### src/rtl/fetch_sequencer.sv
// fetch_sequencer: instruction fetch controller.
//   Owns the PC, drives a combinational instruction memory and buffers the
//   fetched {pc, inst} pairs in a 2-entry FIFO. Decode takes them over a
//   valid/ready handshake.
//
// Ports:
//   clk, rst          clock, synchronous active-high reset
//   start             begin/resume fetching (IDLE, HALTED)
//   halt_req          stop fetching, drain queue, then halt
//   redirect_valid    load redirect_pc, flush queue
//   redirect_pc       new PC
//   imem_addr         memory address (= PC register)
//   imem_inst         memory read data, same cycle
//   out_valid         head entry available
//   out_ready         decode accepts head
//   out_inst, out_pc  head entry
//   halted            high in HALTED
//   fetch_count       pushes since reset, saturating
module fetch_sequencer #(
  parameter int              ADDR_W   = 20,
  parameter int              INST_W   = 20,
  parameter logic [ADDR_W-1:0] RESET_PC = '0
) (
  input  logic              clk,
  input  logic              rst,
  input  logic              start,
  input  logic              halt_req,
  input  logic              redirect_valid,
  input  logic [ADDR_W-1:0] redirect_pc,
  output logic [ADDR_W-1:0] imem_addr,
  input  logic [INST_W-1:0] imem_inst,
  output logic              out_valid,
  input  logic              out_ready,
  output logic [INST_W-1:0] out_inst,
  output logic [ADDR_W-1:0] out_pc,
  output logic              halted,
  output logic [15:0]       fetch_count
);

  typedef enum logic [1:0] {S_IDLE, S_RUN, S_DRAIN, S_HALTED} state_e;

  state_e              state_q, state_d;
  logic [ADDR_W-1:0]   pc_q, pc_d;
  logic [1:0]          cnt_q, cnt_d;
  logic [ADDR_W-1:0]   hd_pc_q, hd_pc_d, tl_pc_q, tl_pc_d;
  logic [INST_W-1:0]   hd_inst_q, hd_inst_d, tl_inst_q, tl_inst_d;
  logic [15:0]         fcnt_q, fcnt_d;

  logic fetch_en;
  logic pop, push;

  // ---------------------------------------------------------------------------
  // FSM: state register
  // ---------------------------------------------------------------------------
  always_ff @(posedge clk) begin
    if (rst) state_q <= S_IDLE;
    else     state_q <= state_d;
  end

  // FSM: next state. Redirect outranks halt_req and start; DRAIN looks at the
  // post-update count so HALTED is entered on the same edge the queue empties.
  always_comb begin
    state_d = state_q;
    if (redirect_valid) begin
      if (state_q == S_DRAIN) state_d = S_HALTED;
    end else begin
      unique case (state_q)
        S_IDLE:   if (start)       state_d = S_RUN;
        S_RUN:    if (halt_req)    state_d = S_DRAIN;
        S_DRAIN:  if (cnt_d == 2'd0) state_d = S_HALTED;
        S_HALTED: if (start)       state_d = S_RUN;
        default:                   state_d = S_IDLE;
      endcase
    end
  end

  // FSM: outputs
  always_comb begin
    fetch_en = (state_q == S_RUN);
    halted   = (state_q == S_HALTED);
  end

  // ---------------------------------------------------------------------------
  // Handshake and fetch qualification
  // ---------------------------------------------------------------------------
  assign imem_addr   = pc_q;
  assign out_valid   = (cnt_q != 2'd0) & ~redirect_valid;
  assign out_inst    = hd_inst_q;
  assign out_pc      = hd_pc_q;
  assign fetch_count = fcnt_q;

  assign pop  = out_valid & out_ready;
  // A full queue can still accept a push when the head leaves this cycle.
  assign push = fetch_en & ~redirect_valid & ~halt_req & ((cnt_q != 2'd2) | pop);

  // ---------------------------------------------------------------------------
  // PC, FIFO and counter next-state
  // ---------------------------------------------------------------------------
  always_comb begin
    pc_d      = pc_q;
    cnt_d     = cnt_q;
    hd_pc_d   = hd_pc_q;
    hd_inst_d = hd_inst_q;
    tl_pc_d   = tl_pc_q;
    tl_inst_d = tl_inst_q;
    fcnt_d    = fcnt_q;

    if (redirect_valid) begin
      // Flush: entries keep their stale contents but count=0 hides them.
      pc_d  = redirect_pc;
      cnt_d = 2'd0;
    end else begin
      if (push) begin
        pc_d = pc_q + ADDR_W'(1);
        if (fcnt_q != 16'hFFFF) fcnt_d = fcnt_q + 16'd1;
      end
      unique case ({push, pop})
        2'b10: begin
          if (cnt_q == 2'd0) begin
            hd_pc_d   = pc_q;
            hd_inst_d = imem_inst;
          end else begin
            tl_pc_d   = pc_q;
            tl_inst_d = imem_inst;
          end
          cnt_d = cnt_q + 2'd1;
        end
        2'b01: begin
          hd_pc_d   = tl_pc_q;
          hd_inst_d = tl_inst_q;
          cnt_d     = cnt_q - 2'd1;
        end
        2'b11: begin
          // Count unchanged; the new entry lands behind whatever remains.
          if (cnt_q == 2'd1) begin
            hd_pc_d   = pc_q;
            hd_inst_d = imem_inst;
          end else begin
            hd_pc_d   = tl_pc_q;
            hd_inst_d = tl_inst_q;
            tl_pc_d   = pc_q;
            tl_inst_d = imem_inst;
          end
        end
        default: ;
      endcase
    end
  end

  always_ff @(posedge clk) begin
    if (rst) begin
      pc_q      <= RESET_PC;
      cnt_q     <= 2'd0;
      hd_pc_q   <= '0;
      hd_inst_q <= '0;
      tl_pc_q   <= '0;
      tl_inst_q <= '0;
      fcnt_q    <= 16'd0;
    end else begin
      pc_q      <= pc_d;
      cnt_q     <= cnt_d;
      hd_pc_q   <= hd_pc_d;
      hd_inst_q <= hd_inst_d;
      tl_pc_q   <= tl_pc_d;
      tl_inst_q <= tl_inst_d;
      fcnt_q    <= fcnt_d;
    end
  end

endmodule

### config.mk
export PLATFORM = sky130hd
export DESIGN_NAME = fetch_sequencer
export DESIGN_NICKNAME = d
export VERILOG_FILES = /design/src/rtl/fetch_sequencer.sv
export SDC_FILE = /design/constraint.sdc
export NUM_CORES = 1
export LEC_CHECK = 0
export ABC_AREA = 1
export BUFFER_PORTS_ARGS = -buffer_cell sky130_fd_sc_hd__buf_2
export CELL_PAD_IN_SITES_DETAIL_PLACEMENT = 0
export CELL_PAD_IN_SITES_GLOBAL_PLACEMENT = 1
export CORE_ASPECT_RATIO = 0.6
export CORE_MARGIN = 4
export CORE_UTILIZATION = 42
export CTS_CLUSTER_DIAMETER = 50
export CTS_CLUSTER_SIZE = 30
export DETAILED_ROUTE_END_ITERATION = 7
export GPL_ROUTABILITY_DRIVEN = 0
export PLACE_DENSITY = 0.95
export SYNTH_ARGS = -nofsm -noshare
export SYNTH_HDL_FRONTEND = slang
export SYNTH_SLANG_ARGS = --single-unit
### constraint.sdc
create_clock -name clk -period 3.64 [get_ports clk]
set_input_delay 0.728 -clock clk [delete_from_list [all_inputs] [get_ports clk]]
set_output_delay 0.728 -clock clk [all_outputs]
set_load 0.005 [all_outputs]
==> results.sh, run 1 <==
export IMPL_status="finished, final reports clean"
export IMPL_grt_pass1_vias=4748
export IMPL_synth_edf_count=0
export IMPL_total_power_mw=3.56
export IMPL_tns_ps=0
export IMPL_syn_cell_area_um2=5520
export IMPL_tritoncts="yes"
export IMPL_synthToLayoutAreaGrowth_pct=24.7
export IMPL_setup_viol=0
export IMPL_synth_fp_nets=805
export IMPL_maxCapViolations=0
export IMPL_ant_nets=0
export IMPL_critical_path_slowest_cell="dfxtp_1"
export IMPL_cts_root_buf="clkbuf_16"
export IMPL_dp_hpwl_um=10500
export IMPL_synth_cell_types=36
export IMPL_wl_per_cell_um=14.4
export IMPL_synth_top_cell_by_area="dfxtp_1"
export IMPL_syn_inst=751
export IMPL_cts_buffer_depth=2
export IMPL_clock_sinks=120
export IMPL_die_h_um=96.8
export IMPL_via_per_inst=5.15
export IMPL_ys_seq_area_share_pct=43.5
export IMPL_fin_nets=911
export IMPL_worstHoldStart="fetch_count[15]$_SDFFE_PP0P_"
export IMPL_ios=124
export IMPL_crit_family="buffers and inverters"
export IMPL_async_flop_share_pct=0
export IMPL_drc_errors=0
export IMPL_cts_max_level=4
export IMPL_cp_max_fo=21
export IMPL_cp_arrival_ps=2590
export IMPL_skew_ps=6.17
export IMPL_rr_startpoint="cnt_q[0]$_SDFF_PP0_"
export IMPL_fillers=1222
export IMPL_core_rowCount=32
export IMPL_avgSynthCellArea_um2=7.35
export IMPL_fin_crit_ps=2330
export IMPL_ir_drop_v=0.000303
export IMPL_vias=5360
export IMPL_grt_max_degree=81
export IMPL_antenna_found_initial=0
export IMPL_critPathLaunch="cnt_q[0]$_SDFF_PP0_"
export IMPL_port_buffers=123
export IMPL_fin_crit_sh_pct=63.9
export IMPL_wirelength_um=15000
export IMPL_clkTransAtPathRegs_ps=60
export IMPL_crit_required_ps=3910
export IMPL_gr_total_overflow=0
export IMPL_die_w_um=156
export IMPL_ys_seq_elements=120
export IMPL_synth_flop_cell="dfxtp_1"
export IMPL_core_um2=12900
export IMPL_p_per_area_nw_per_um2=517
export IMPL_cts_buffers_inserted=17
export IMPL_first_pass_iters=5
export IMPL_hp_class="reg -> reg"
export IMPL_ys_warn_count=0
export IMPL_report_final_slew_viol_count=0
export IMPL_cts_hold_buf=0
export IMPL_cts_setup_buffers=0
export IMPL_grt_pass1_wl_um=24400
export IMPL_grt_total_usage_pct=19.9
export IMPL_rsz0062_at_grt="no"
export IMPL_crit_path_end_kind="register"
export IMPL_tightest_slew_ps=774
export IMPL_drtIter0Drc=397
export IMPL_slew_headroom_pct=48.2
export IMPL_yosys_area_top_type_share_pct=43.5
export IMPL_clock_latency_ps=410
export IMPL_synth_area_leaders="dfxtp_1 (44%), o21ai_0 (12%), a21oi_1 (9.1%)"
export IMPL_max_freq_mhz=430
export IMPL_drive_gt1_share_pct=20.5
export IMPL_crit_top_cell="inv_1"
export IMPL_antenna_cells=0
export IMPL_crit_type="reg -> reg"
export IMPL_p_leak_nw=3.18
export IMPL_initial_core_util_pct=42.9
export IMPL_dieArea_um2=15100
export IMPL_start_kind="register"
export IMPL_crit_chain="inv_1 -> ha_1 -> nor2_4 -> nand2_4 -> a21oi_4 -> buf_4 -> nor2_2 -> inv_1 -> o21ai_0 -> a21oi_1 -> nor2_1"
export IMPL_crit_buf_inv=3
export IMPL_post_cts_resized=0
export IMPL_slowest_delay_ps=360
export IMPL_hold_violations=0
## flip-flops by register name (all words and copies together), names as in the netlist
signal	count
cnt_q	2
fetch_count	16
out_pc	20
out_inst	20
imem_addr	20
tl_pc_q	20
state_q	2
tl_inst_q	20
## worst min-delay path, cell delays in order, from the launching register on
cell and delay (ps):
dfxtp_1 320, nand2_1 60, a21oi_1 50
## final timing paths
kind                             endpoint  slack (ps)  cells past startpoint
max            imem_addr[15]$_SDFFE_PP0P_        1310                     11
min          fetch_count[15]$_SDFFE_PP0P_         480                      2
max reg2reg    imem_addr[15]$_SDFFE_PP0P_        1310                     11
min reg2reg  fetch_count[15]$_SDFFE_PP0P_         480                      2
## where the power goes
group          internal, mW  switching [mW]
Clock                  1.24           0.621
Combinational         0.115           0.173
Sequential             1.36          0.0423
Total                  2.72           0.836
## Yosys cell counts, drive strengths merged (2+ instances only)
master,instances
xor2,15
ha,8
o211ai,2
xnor2,2
nand3,24
nor2,52
a21oi,101
a31oi,8
nor4,4
nand2,126
nand4,7
a211oi,2
dfxtp,120
mux2i,4
a221oi,2
inv,77
clkbuf,21
o21ai,138
buf,23
nor3,13
## through the flow
stage               setup slack [ps]  hold WS (ps)  instances  util (%)  area, um2
global placement                1150           467       1008      48.4       6220
finish                          1310           481       1040      53.6       6880
floorplan                       1630           453        751         -       5520
CTS                             1330           482       1040      53.6       6880
global route                    1020           511       1040      53.6       6880
detailed placement              1100           474       1008      48.4       6220
## final cells by class
cell class | instances | area [um2] | share of cell area (%)
Tap cell | 170 | 213 | 3.09
Multi-Input combinational cell | 510 | 2600 | 37.8
Clock inverter | 13 | 218 | 3.16
Inverter | 77 | 292 | 4.24
Sequential cell | 120 | 2400 | 34.9
Clock buffer | 19 | 443 | 6.44
Timing Repair Buffer | 131 | 713 | 10.4
## metal layers
layer	track usage, %	part of all wire, %
met1	31.3	52
met2	26.5	39
met3	5.45	7.8
met4	4.64	1.1
met5	0	0
## cells in the final DEF (no fill, tap or decap), types with 5 or more instances in the layout
| cell type | count |
|---|---|
| o21ai_0 | 132 |
| nand2_1 | 125 |
| buf_2 | 123 |
| dfxtp_1 | 120 |
| a21oi_1 | 100 |
| inv_1 | 72 |
| nor2_1 | 48 |
| nand3_1 | 23 |
| clkbuf_16 | 17 |
| xor2_1 | 15 |
| nor3_1 | 12 |
| a31oi_1 | 8 |
| ha_1 | 8 |
| nand4_1 | 7 |
| bufinv_16 | 5 |
| buf_4 | 5 |
## cell families (layout without fill, tap and decap cells)
| family | after synthesis | after routing | share of synthesized area (%) |
|---|---|---|---|
| AOI/OAI and AO/OA | 254 | 254 | 24.1 |
| and+or+nand+nor | 227 | 227 | 17.7 |
| buffers and inverters | 121 | 240 | 9.43 |
| DFF | 120 | 120 | 43.5 |
| xor gates and xnor gates | 17 | 17 | 2.70 |
| adders and majority gates | 8 | 8 | 1.81 |
| muxes | 4 | 4 | 0.726 |
Power figures use the tool's default switching activity.
==> run 2: changes to the inputs <==
CORE_UTILIZATION = 35   (was 42)
PLACE_DENSITY = 0.88   (was 0.95)
clock period = 2 ns   (was 3.64 ns; I/O delays follow)
==> results.sh, run 2 (synthesized netlist as in run 1, its figures left out) <==
export IMPL_grt_pass1_wl_um=25600
export IMPL_setup_viol=0
export IMPL_clock_sinks=120
export IMPL_hp_class="in -> reg"
export IMPL_ir_drop_v=0.000471
export IMPL_cp_max_fo=10
export IMPL_tightest_slew_ps=536
export IMPL_crit_chain="inv_1 -> ha_2 -> nor2_4 -> nand2_4 -> a21oi_4 -> nand2_1 -> buf_4 -> nor2_4 -> nand2_1 -> o21ai_1 -> a21oi_1"
export IMPL_max_freq_mhz=517
export IMPL_drc_errors=0
export IMPL_p_per_area_nw_per_um2=853
export IMPL_first_pass_iters=8
export IMPL_tritoncts="yes"
export IMPL_start_kind="register"
export IMPL_skew_ps=7.79
export IMPL_dp_hpwl_um=11500
export IMPL_cts_buffer_depth=2
export IMPL_drtIter0Drc=479
export IMPL_drive_gt1_share_pct=23.7
export IMPL_ios=124
export IMPL_layout_commonest_cell="o21ai_0"
export IMPL_cts_root_buf="clkbuf_16"
export IMPL_p_int_mw=4.56
export IMPL_status="finished, final reports clean"
export IMPL_clkPwrFrac_pct=48.8
export IMPL_slew_headroom_pct=63.9
export IMPL_cts_buffers_inserted=17
export IMPL_clkTransAtPathRegs_ps=60
export IMPL_wl_per_cell_um=14.8
export IMPL_rsz0062_at_grt="yes"
export IMPL_die_w_um=170
export IMPL_fin_crit_sh_pct=96.7
export IMPL_core_rowCount=35
export IMPL_hold_slack_ps=240
export IMPL_cts_hold_buf=0
export IMPL_vias=5422
export IMPL_cp_arrival_ps=2220
export IMPL_ant_nets=0
export IMPL_wirelength_um=16200
export IMPL_dieArea_um2=17900
export IMPL_sw_frac_of_total_pct=25.3
export IMPL_antenna_found_initial=0
export IMPL_grt_max_degree=65
export IMPL_grt_pass1_vias=4949
export IMPL_fin_ws_ps=65.2
export IMPL_clock_latency_ps=410
export IMPL_antenna_cells=0
export IMPL_crit_required_ps=2290
export IMPL_die_h_um=105
export IMPL_core_um2=15400
export IMPL_critical_path_slowest_cell="dfxtp_2"
export IMPL_power_frac_seq_pct=41.7
export IMPL_initial_core_util_pct=35.8
export IMPL_cts_max_level=4
export IMPL_gr_total_overflow=0
export IMPL_synthToLayoutAreaGrowth_pct=29.8
export IMPL_p_sw_mw=1.55
export IMPL_combPwrFrac_pct=9.5
export IMPL_report_final_slew_viol_count=0
export IMPL_hold_violations=0
export IMPL_fin_nets=935
export IMPL_layout_common_cells="o21ai_0 (130), nand2_1 (123), buf_2 (123)"
export IMPL_slowest_delay_ps=340
export IMPL_place_ws_ps=-59.1
export IMPL_port_buffers=123
export IMPL_grt_total_usage_pct=17.7
export IMPL_via_per_inst=4.94
export IMPL_crit_path_end_kind="register"
export IMPL_fin_crit_ps=1930
export IMPL_maxCapViolations=0
export IMPL_crit_type="reg -> reg"
export IMPL_p_leak_nw=3.30
-- run 2: cell types whose count changed in the layout (fill, tap and decap cells not counted), sizes merged --
cell	previous run	this run
buf	131	153
bufinv	5	2
clkbuf	19	20
inv	79	78
clkinv	4	7
clkinvlp	2	4
-- run 2: repair_timing --
| action | in CTS | in global routing |
|---|---|---|
| setup buffers | 1 | 3 |
| cloned | 0 | 2 |
| resized for setup | 3 | 18 |
| setup endpoints to repair | 46 | 75 |
| pin swaps | 1 | 1 |
-- run 2: final timing paths --
kind,start,depth (start not counted),to,slack [ps]
worst max-delay path,cnt_q[0]$_SDFF_PP0_,11,fetch_count[10]$_SDFFE_PP0P_,70
worst min-delay path,imem_inst[15],3,tl_inst_q[15]$_SDFFE_PP0P_,240
worst max register to register,cnt_q[0]$_SDFF_PP0_,11,fetch_count[10]$_SDFFE_PP0P_,70
worst min register to register,tl_pc_q[6]$_SDFFE_PP0P_,2,tl_pc_q[6]$_SDFFE_PP0P_,490
-- run 2: critical path: cells and delay by family, from the launching register on --
| kind | cells | cell delay [ps] |
|---|---|---|
| adders and majority gates | 1 | 220 |
| buffers and inverters | 2 | 280 |
| AOI/OAI and AO/OA | 3 | 430 |
| DFF | 1 | 340 |
| and+or+nand+nor | 5 | 540 |
-- run 2: cell type report --
| cell class | instances | area [um2] |
|---|---|---|
| well taps | 203 | 254 |
| clock buffers | 18 | 429 |
| multi-input cells | 510 | 2640 |
| repair buffers | 155 | 982 |
| fillers | 1606 | 8250 |
| flip-flops and latches | 120 | 2400 |
| inverters | 77 | 308 |
| clock inverters | 14 | 150 |
-- run 2: stage by stage --
| step | instances | utilization, % | total power [mW] | area (um2) | TNS (ps) |
|---|---|---|---|---|---|
| 2_1_floorplan | 751 | - | 2.90 | 5520 | 0 |
| 3_3_place_gp | 1060 | 41.9 | 3.16 | 6460 | 0 |
| 3_5_place_dp | 1060 | 41.9 | 3.17 | 6460 | -746 |
| 4_1_cts | 1093 | 45.7 | 6.18 | 7050 | 0 |
| 5_1_grt | 1097 | 46.5 | 6.37 | 7160 | -270 |
| 6_report | 1097 | 46.5 | 6.11 | 7160 | 0 |
-- run 2: routing by layer --
metal / wire [um] / track usage, % / share of wire, % / up-vias
li1: - / - / - / 2779
met1: 8330 / 26.9 / 51 / 2462
met2: 6570 / 24.5 / 40 / 172
met3: 1230 / 5.73 / 7.6 / 9
met4: 95 / 3.42 / 0.59 / 0
met5: 0 / 0 / 0 / -
-- run 2: power groups by stage --
stage	combinational [mW]	sequential, mW	clock [mW]
3_5_place_dp	0.570	2.60	0
4_1_cts	0.577	2.55	3.06
5_1_grt	0.658	2.56	3.15
2_1_floorplan	0.306	2.60	0
6_report	0.582	2.55	2.98
3_3_place_gp	0.565	2.60	0
